**src/rtl/simple_bus_pkg.sv**
```systemverilog
// Shared types and constants for the simple_bus arbiter slice.
// Bus modes, arbiter states and address/data widths.
package simple_bus_pkg;

   localparam int ADDR_W = 8;
   localparam int DATA_W = 8;

   typedef enum logic [1:0] {
      MODE_IDLE  = 2'b00,
      MODE_READ  = 2'b01,
      MODE_WRITE = 2'b10,
      MODE_RSVD  = 2'b11
   } bus_mode_e;

   typedef enum logic [1:0] {
      IDLE,
      GRANT,
      BUSY,
      DONE
   } arb_state_e;

endpackage

```
**src/rtl/simple_bus_rr_pick.sv**
```systemverilog
// Combinational round-robin picker.
// Finds the first set request at or above ptr, wrapping around.
module simple_bus_rr_pick #(
   parameter int  NUM_M = 4,
   localparam int PW    = (NUM_M > 1) ? $clog2(NUM_M) : 1
) (
   input  logic [NUM_M-1:0] req,
   input  logic [PW-1:0]    ptr,
   output logic [NUM_M-1:0] pick,
   output logic [PW-1:0]    idx,
   output logic             valid
);

   // scan upward from ptr, first hit wins
   always_comb begin
      int          j;
      logic [PW-1:0] jj;
      valid = 1'b0;
      idx   = '0;
      pick  = '0;
      j     = 0;
      jj    = '0;
      for (int i = 0; i < NUM_M; i++) begin
         j = int'(ptr) + i;
         if (j >= NUM_M) j = j - NUM_M;
         jj = PW'(j);
         if (!valid && req[jj]) begin
            valid = 1'b1;
            idx   = jj;
         end
      end
      if (valid) pick[idx] = 1'b1;
   end

endmodule

```
**src/rtl/simple_bus_arbiter.sv**
```systemverilog
// Round-robin arbiter sharing one simple_bus slave among NUM_M masters.
// Sequences grant, slave start, completion and timeout abort.
module simple_bus_arbiter
   import simple_bus_pkg::*;
#(
   parameter int NUM_M   = 4,
   parameter int TIMEOUT = 16
) (
   input  logic                    clk,
   input  logic                    rst,
   input  logic [NUM_M-1:0]        m_req,
   output logic [NUM_M-1:0]        m_gnt,
   input  logic [NUM_M-1:0]        m_start,
   input  logic [NUM_M*ADDR_W-1:0] m_addr,
   input  logic [NUM_M*2-1:0]      m_mode,
   input  logic [NUM_M*DATA_W-1:0] m_wdata,
   output logic [NUM_M-1:0]        m_rdy,
   output logic                    m_err,
   output logic [DATA_W-1:0]       m_rdata,
   output logic                    s_start,
   output logic [ADDR_W-1:0]       s_addr,
   output logic [1:0]              s_mode,
   output logic [DATA_W-1:0]       s_wdata,
   input  logic                    s_rdy,
   input  logic [DATA_W-1:0]       s_rdata
);

   localparam int            PW       = (NUM_M > 1) ? $clog2(NUM_M) : 1;
   localparam logic [7:0]    TMO_LAST = 8'(TIMEOUT - 1);
   localparam logic [PW-1:0] LAST_M   = PW'(NUM_M - 1);

   arb_state_e          state_q, state_d;
   logic [PW-1:0]       ptr_q, ptr_d;
   logic [PW-1:0]       win_q, win_d;
   logic [NUM_M-1:0]    gnt_q, gnt_d;
   logic [NUM_M-1:0]    rdy_q, rdy_d;
   logic [7:0]          timer_q, timer_d;
   logic                s_start_q, s_start_d;
   logic [ADDR_W-1:0]   s_addr_q, s_addr_d;
   bus_mode_e           s_mode_q, s_mode_d;
   logic [DATA_W-1:0]   s_wdata_q, s_wdata_d;
   logic                err_q, err_d;
   logic [DATA_W-1:0]   rdata_q, rdata_d;

   logic [NUM_M-1:0]    pick;
   logic [PW-1:0]       pick_idx;
   logic                pick_vld;

   logic                w_req;
   logic                w_start;
   logic [ADDR_W-1:0]   w_addr;
   logic [DATA_W-1:0]   w_wdata;
   bus_mode_e           w_mode;
   logic [PW-1:0]       w_next;

   simple_bus_rr_pick #(
      .NUM_M (NUM_M)
   ) u_pick (
      .req   (m_req),
      .ptr   (ptr_q),
      .pick  (pick),
      .idx   (pick_idx),
      .valid (pick_vld)
   );

   // select the current winner's request fields
   always_comb begin
      w_req   = m_req[win_q];
      w_start = m_start[win_q];
      w_addr  = m_addr[int'(win_q)*ADDR_W +: ADDR_W];
      w_wdata = m_wdata[int'(win_q)*DATA_W +: DATA_W];
      w_mode  = bus_mode_e'(m_mode[int'(win_q)*2 +: 2]);
      w_next  = (win_q == LAST_M) ? '0 : win_q + PW'(1);
   end

   // next-state and registered-output logic
   always_comb begin
      state_d   = state_q;
      ptr_d     = ptr_q;
      win_d     = win_q;
      gnt_d     = gnt_q;
      timer_d   = timer_q;
      s_start_d = 1'b0;
      s_addr_d  = s_addr_q;
      s_mode_d  = s_mode_q;
      s_wdata_d = s_wdata_q;
      rdy_d     = '0;
      err_d     = 1'b0;
      rdata_d   = '0;
      unique case (state_q)
         IDLE: begin
            if (pick_vld) begin
               gnt_d   = pick;
               win_d   = pick_idx;
               state_d = GRANT;
            end
         end
         GRANT: begin
            if (w_start) begin
               if (w_mode == MODE_READ ||
                   w_mode == MODE_WRITE) begin
                  s_addr_d  = w_addr;
                  s_mode_d  = w_mode;
                  s_wdata_d = w_wdata;
                  s_start_d = 1'b1;
                  timer_d   = '0;
                  state_d   = BUSY;
               end else begin
                  rdy_d   = gnt_q;
                  err_d   = 1'b1;
                  state_d = DONE;
               end
            end else if (!w_req) begin
               gnt_d   = '0;
               ptr_d   = w_next;
               state_d = IDLE;
            end
         end
         BUSY: begin
            timer_d = timer_q + 8'd1;
            if (s_rdy) begin
               rdy_d   = gnt_q;
               rdata_d = (s_mode_q == MODE_READ) ? s_rdata : '0;
               state_d = DONE;
            end else if (timer_q == TMO_LAST) begin
               rdy_d   = gnt_q;
               err_d   = 1'b1;
               state_d = DONE;
            end
         end
         DONE: begin
            gnt_d   = '0;
            ptr_d   = w_next;
            state_d = IDLE;
         end
         default: state_d = IDLE;
      endcase
   end

   // state and output registers
   always_ff @(posedge clk or posedge rst) begin
      if (rst) begin
         state_q   <= IDLE;
         ptr_q     <= '0;
         win_q     <= '0;
         gnt_q     <= '0;
         rdy_q     <= '0;
         timer_q   <= '0;
         s_start_q <= 1'b0;
         s_addr_q  <= '0;
         s_mode_q  <= MODE_IDLE;
         s_wdata_q <= '0;
         err_q     <= 1'b0;
         rdata_q   <= '0;
      end else begin
         state_q   <= state_d;
         ptr_q     <= ptr_d;
         win_q     <= win_d;
         gnt_q     <= gnt_d;
         rdy_q     <= rdy_d;
         timer_q   <= timer_d;
         s_start_q <= s_start_d;
         s_addr_q  <= s_addr_d;
         s_mode_q  <= s_mode_d;
         s_wdata_q <= s_wdata_d;
         err_q     <= err_d;
         rdata_q   <= rdata_d;
      end
   end

   assign m_gnt   = gnt_q;
   assign m_rdy   = rdy_q;
   assign m_err   = err_q;
   assign m_rdata = rdata_q;
   assign s_start = s_start_q;
   assign s_addr  = s_addr_q;
   assign s_mode  = s_mode_q;
   assign s_wdata = s_wdata_q;

endmodule
```
**config.mk**
```make
export PLATFORM = sky130hd
export DESIGN_NAME = simple_bus_arbiter
export DESIGN_NICKNAME = d
export VERILOG_FILES = /design/src/rtl/simple_bus_pkg.sv /design/src/rtl/simple_bus_rr_pick.sv /design/src/rtl/simple_bus_arbiter.sv
export SDC_FILE = /design/constraint.sdc
export NUM_CORES = 1
export LEC_CHECK = 0
export ABC_AREA = 1
export ABC_CLOCK_PERIOD_IN_PS = 2250
export BUFFER_PORTS_ARGS = -buffer_cell sky130_fd_sc_hd__buf_2
export CAP_MARGIN = 20
export CELL_PAD_IN_SITES_DETAIL_PLACEMENT = 1
export CELL_PAD_IN_SITES_GLOBAL_PLACEMENT = 2
export CORE_MARGIN = 10
export CORE_UTILIZATION = 26
export CTS_BUF_LIST = sky130_fd_sc_hd__clkbuf_2
export DETAILED_ROUTE_END_ITERATION = 6
export PLACE_DENSITY = 0.84
export SYNTH_ARGS = -nofsm -noshare
export SYNTH_HDL_FRONTEND = slang
export SYNTH_SLANG_ARGS = --single-unit
```
**constraint.sdc**
```tcl
create_clock -name clk -period 2.25 [get_ports clk]
set_input_delay 0.5625 -clock clk [delete_from_list [all_inputs] [get_ports clk]]
set_output_delay 0.5625 -clock clk [all_outputs]
set_load 0.02 [all_outputs]
```
==> results.py <==
metrics = {
    "status": {
        "status": "complete, no violations",
    },
    "global_route": {
        "grt_max_degree": 51,
        "grt_pass1_vias": 3620,
        "antenna_found_initial": 1,
        "grt_pass1_wl_um": 17780,
        "track_usage": 0.1303,
        "grt_overflow": 0,
    },
    "critical_path": {
        "worst_ep_required_time_ns": 2.60,
        "cp_common_cell": "nand2_1",
        "critPathArrivalTime_ns": 2.28,
        "path_max_fanout": 43,
        "path_cells": "buf_6 -> nand2_1 -> nand3_1 -> nand2_1 -> inv_1 -> nand2_1 -> nand2_2 -> nand2_4 -> o21ai_4 -> inv_4 -> nand2_1 -> o21ai_1",
        "critPathCaptureType": "flop",
        "crit_type": "flop to flop",
        "cpPeakStageDelay_ns": 0.47,
        "cpMaxStageDelayCell": "dfrtp_1",
        "start_kind": "flop",
    },
    "synthesis": {
        "synthFlopType": "dfrtp_1",
        "ys_top_cells_by_area": "dfrtp_1 41%, nand2_1 17%, o21ai_0 6.9%",
        "postSynthNetCount": 526,
        "synth.area.mux_share": 0,
        "ys_seq_area_frac": 0.4092,
        "synth.most_common_cell": "nand2_1",
        "postSynthCellCount": 427,
        "synth_simple_gate_area_frac": 0.3396,
        "synth_top_area_frac": 0.4092,
        "synth_common_cells": "140 x nand2_1, 50 x dfrtp_1, 48 x nor2_1, 42 x o21ai_0, 30 x inv_1",
        "netlist_area_um2": 3058,
        "yosysTopAreaCell": "dfrtp_1",
        "synth_xor_area_frac": 0.008592,
        "yosys.area_share.adder": 0.03273,
        "synth_area_per_cell_um2": 7.161,
        "synth_top_family_by_area": "simple AND/OR/NAND/NOR gates",
        "synth_edf_count": 0,
        "ys_ff_latch": 50,
        "synth_compound_area_frac": 0.1281,
        "synth_cell_types": 31,
        "yosysWarnings": 0,
        "async_flop_share": 1.000,
    },
    "power_and_ir_drop": {
        "power.leakage_uw": 0.002114,
        "p_per_area_nw_per_um2": 1197,
        "peakVddDrop_mv": 0.5267,
    },
    "route": {
        "drc": 0,
        "avgViaCountPerCell": 4.711,
        "wire_per_inst_um": 15.62,
        "via_count": 3255,
        "wl_um": 10800,
        "first_pass_iters": 4,
        "drt_iter0_drc": 79,
        "ant_nets": 0,
    },
    "clock_tree": {
        "worstSkewPairLatency_ns": 0.44,
        "path_clk_slew_ns": 0.29,
        "cts_sinks": 50,
        "cts_made_buffers": 5,
        "cts.path.max_buffers": 2,
        "cts_root_buffer": "clkbuf_2",
        "cts_tree": "yes",
        "htreeDepth": 2,
        "hold_buffers": 0,
    },
    "timing": {
        "period_minus_slack_ns": 1.925,
        "slew_violations": 0,
        "setup_viol_count_final": 0,
        "hold_slack_ns": 0.2436,
        "fmax_mhz": 519.4,
        "finClkSkew_ns": 0.02609,
        "setup_ws_ns": 0.3249,
        "setup-tns-final_ns": 0,
        "max-slew-margin-rel": 0.5590,
        "grt_setup_unrepaired": "no",
        "period_share": 0.8556,
        "worstMarginPinSlew_ns": 0.6614,
        "finalHoldViolations": 0,
    },
    "placement": {
        "gp_congestion": 0.8205,
        "place_ws_ns": 0.2575,
        "detailed_place_hpwl_um": 8669,
        "dp_cells": 683,
        "placement.io_buffers": 126,
        "dpl_cell_area_um2": 3794,
    },
    "die": {
        "io_pins": 127,
        "die_w_um": 128.5,
        "core_um2": 11470,
        "die_height_um": 128.5,
        "floorplan.initialDensity": 0.2667,
        "num_rows": 39,
        "dieArea_um2": 16500,
    },
    "min_path": {
        "hold_path.class": "input port to asynchronous set/reset pin",
    },
    "final_layout": {
        "final.fill_count": 1492,
        "finalInstanceArea_um2": 3844,
        "layout-drive-gt1-share": 0.2901,
        "final_nets": 646,
        "layout.cells.non_filler": 691,
        "areaGrowthSynthToFinish_pct": 25.70,
        "diodes": 0,
    },
    "job": {
        "cap_viol_max_count": 0,
    },
}
==> per-layer routing <==
layer	vias to the layer above	routed length, um	track usage
li1	1616	-	-
met1	1551	4104	0.1370
met2	80	5595	0.2375
met3	6	1044	0.06078
met4	2	38	0.01656
met5	-	13	0
==> per-stage QoR <==
stage / utilization / power (uW)
after floorplan: - / 3477
after global placement: 0.3308 / 4202
after detailed placement: 0.3308 / 4291
after CTS: 0.3349 / 4694
after global routing: 0.3352 / 5150
final: 0.3352 / 4602
==> cell families after synthesis <==
logic type	Yosys count
adders and majority gates	8
DFF	50
buffers and inverters	54
and+or+nand+nor	242
xor gates and xnor gates	3
AOI/OAI and AO/OA	70
==> power by group <==
group	total [uW]	switching, uW	internal, uW
Combinational	2860	1960	897
Clock	383	306	76.7
Sequential	1360	203	1160
==> final timing paths <==
check / start / to / slack, ns / cells past startpoint
hold / removal: rst / s_start / 0.24 / 3
max in group asynchronous: rst / m_rdy[3] / 1.56 / 3
min in group clk: s_rdata[0] / m_rdata[0] / 0.35 / 2
setup reg to reg: win_q[0] / timer_q[5] / 0.32 / 12
setup / recovery: win_q[0] / timer_q[5] / 0.32 / 12
hold reg to reg: s_addr[6] / s_addr[6] / 0.52 / 2
==> repair_timing <==
action	4_1_cts	5_1_grt
endpoints found under the hold margin	0	0
endpoints found under the setup margin	0	3
gates resized for setup	0	1
buffers inserted	0	0
==> cell type report <==
type | count | area [um2] | share of cell area
Sequential cell | 50 | 1251 | 0.3255
Clock buffer | 5 | 25.02 | 0.006510
Timing Repair Buffer | 130 | 664.4 | 0.1729
Clock inverter | 3 | 21.27 | 0.005534
Inverter | 37 | 146.4 | 0.03809
Tap cell | 143 | 178.9 | 0.04655
Multi-Input combinational cell | 323 | 1556 | 0.4049
==> placed cells by master (no fill, tap or decap), drive strengths merged <==
| cell type | count |
|---|---|
| a21boi | 1 |
| a21oi | 2 |
| buf | 130 |
| clkbuf | 5 |
| clkinv | 2 |
| clkinvlp | 1 |
| dfrtp | 50 |
| ha | 8 |
| inv | 37 |
| nand2 | 146 |
| nand3 | 32 |
| nand4 | 4 |
| nor2 | 50 |
| nor3b | 8 |
| nor4 | 1 |
| o21a | 2 |
| o21ai | 48 |
| o22ai | 16 |
| o31ai | 1 |
| or2 | 1 |
| xor2 | 3 |
==> flip-flops by register name, indices dropped and copies added (netlist names), 2 cells and up, named ones only <==
signal / flops
m_rdata: 8
m_gnt: 4
ptr_q: 2
s_wdata: 8
s_addr: 8
timer_q: 8
s_mode: 2
m_rdy: 4
win_q: 2
==> critical path: cells and delay by family, from the launching register on <==
family / cells / cell delay [ns]
buffers and inverters: 3 / 0.45
flip-flops: 1 / 0.47
AO/OA/AOI/OAI: 2 / 0.23
AND/OR/NAND/NOR: 7 / 0.65
Note: power is estimated with default switching activity, not from simulation.
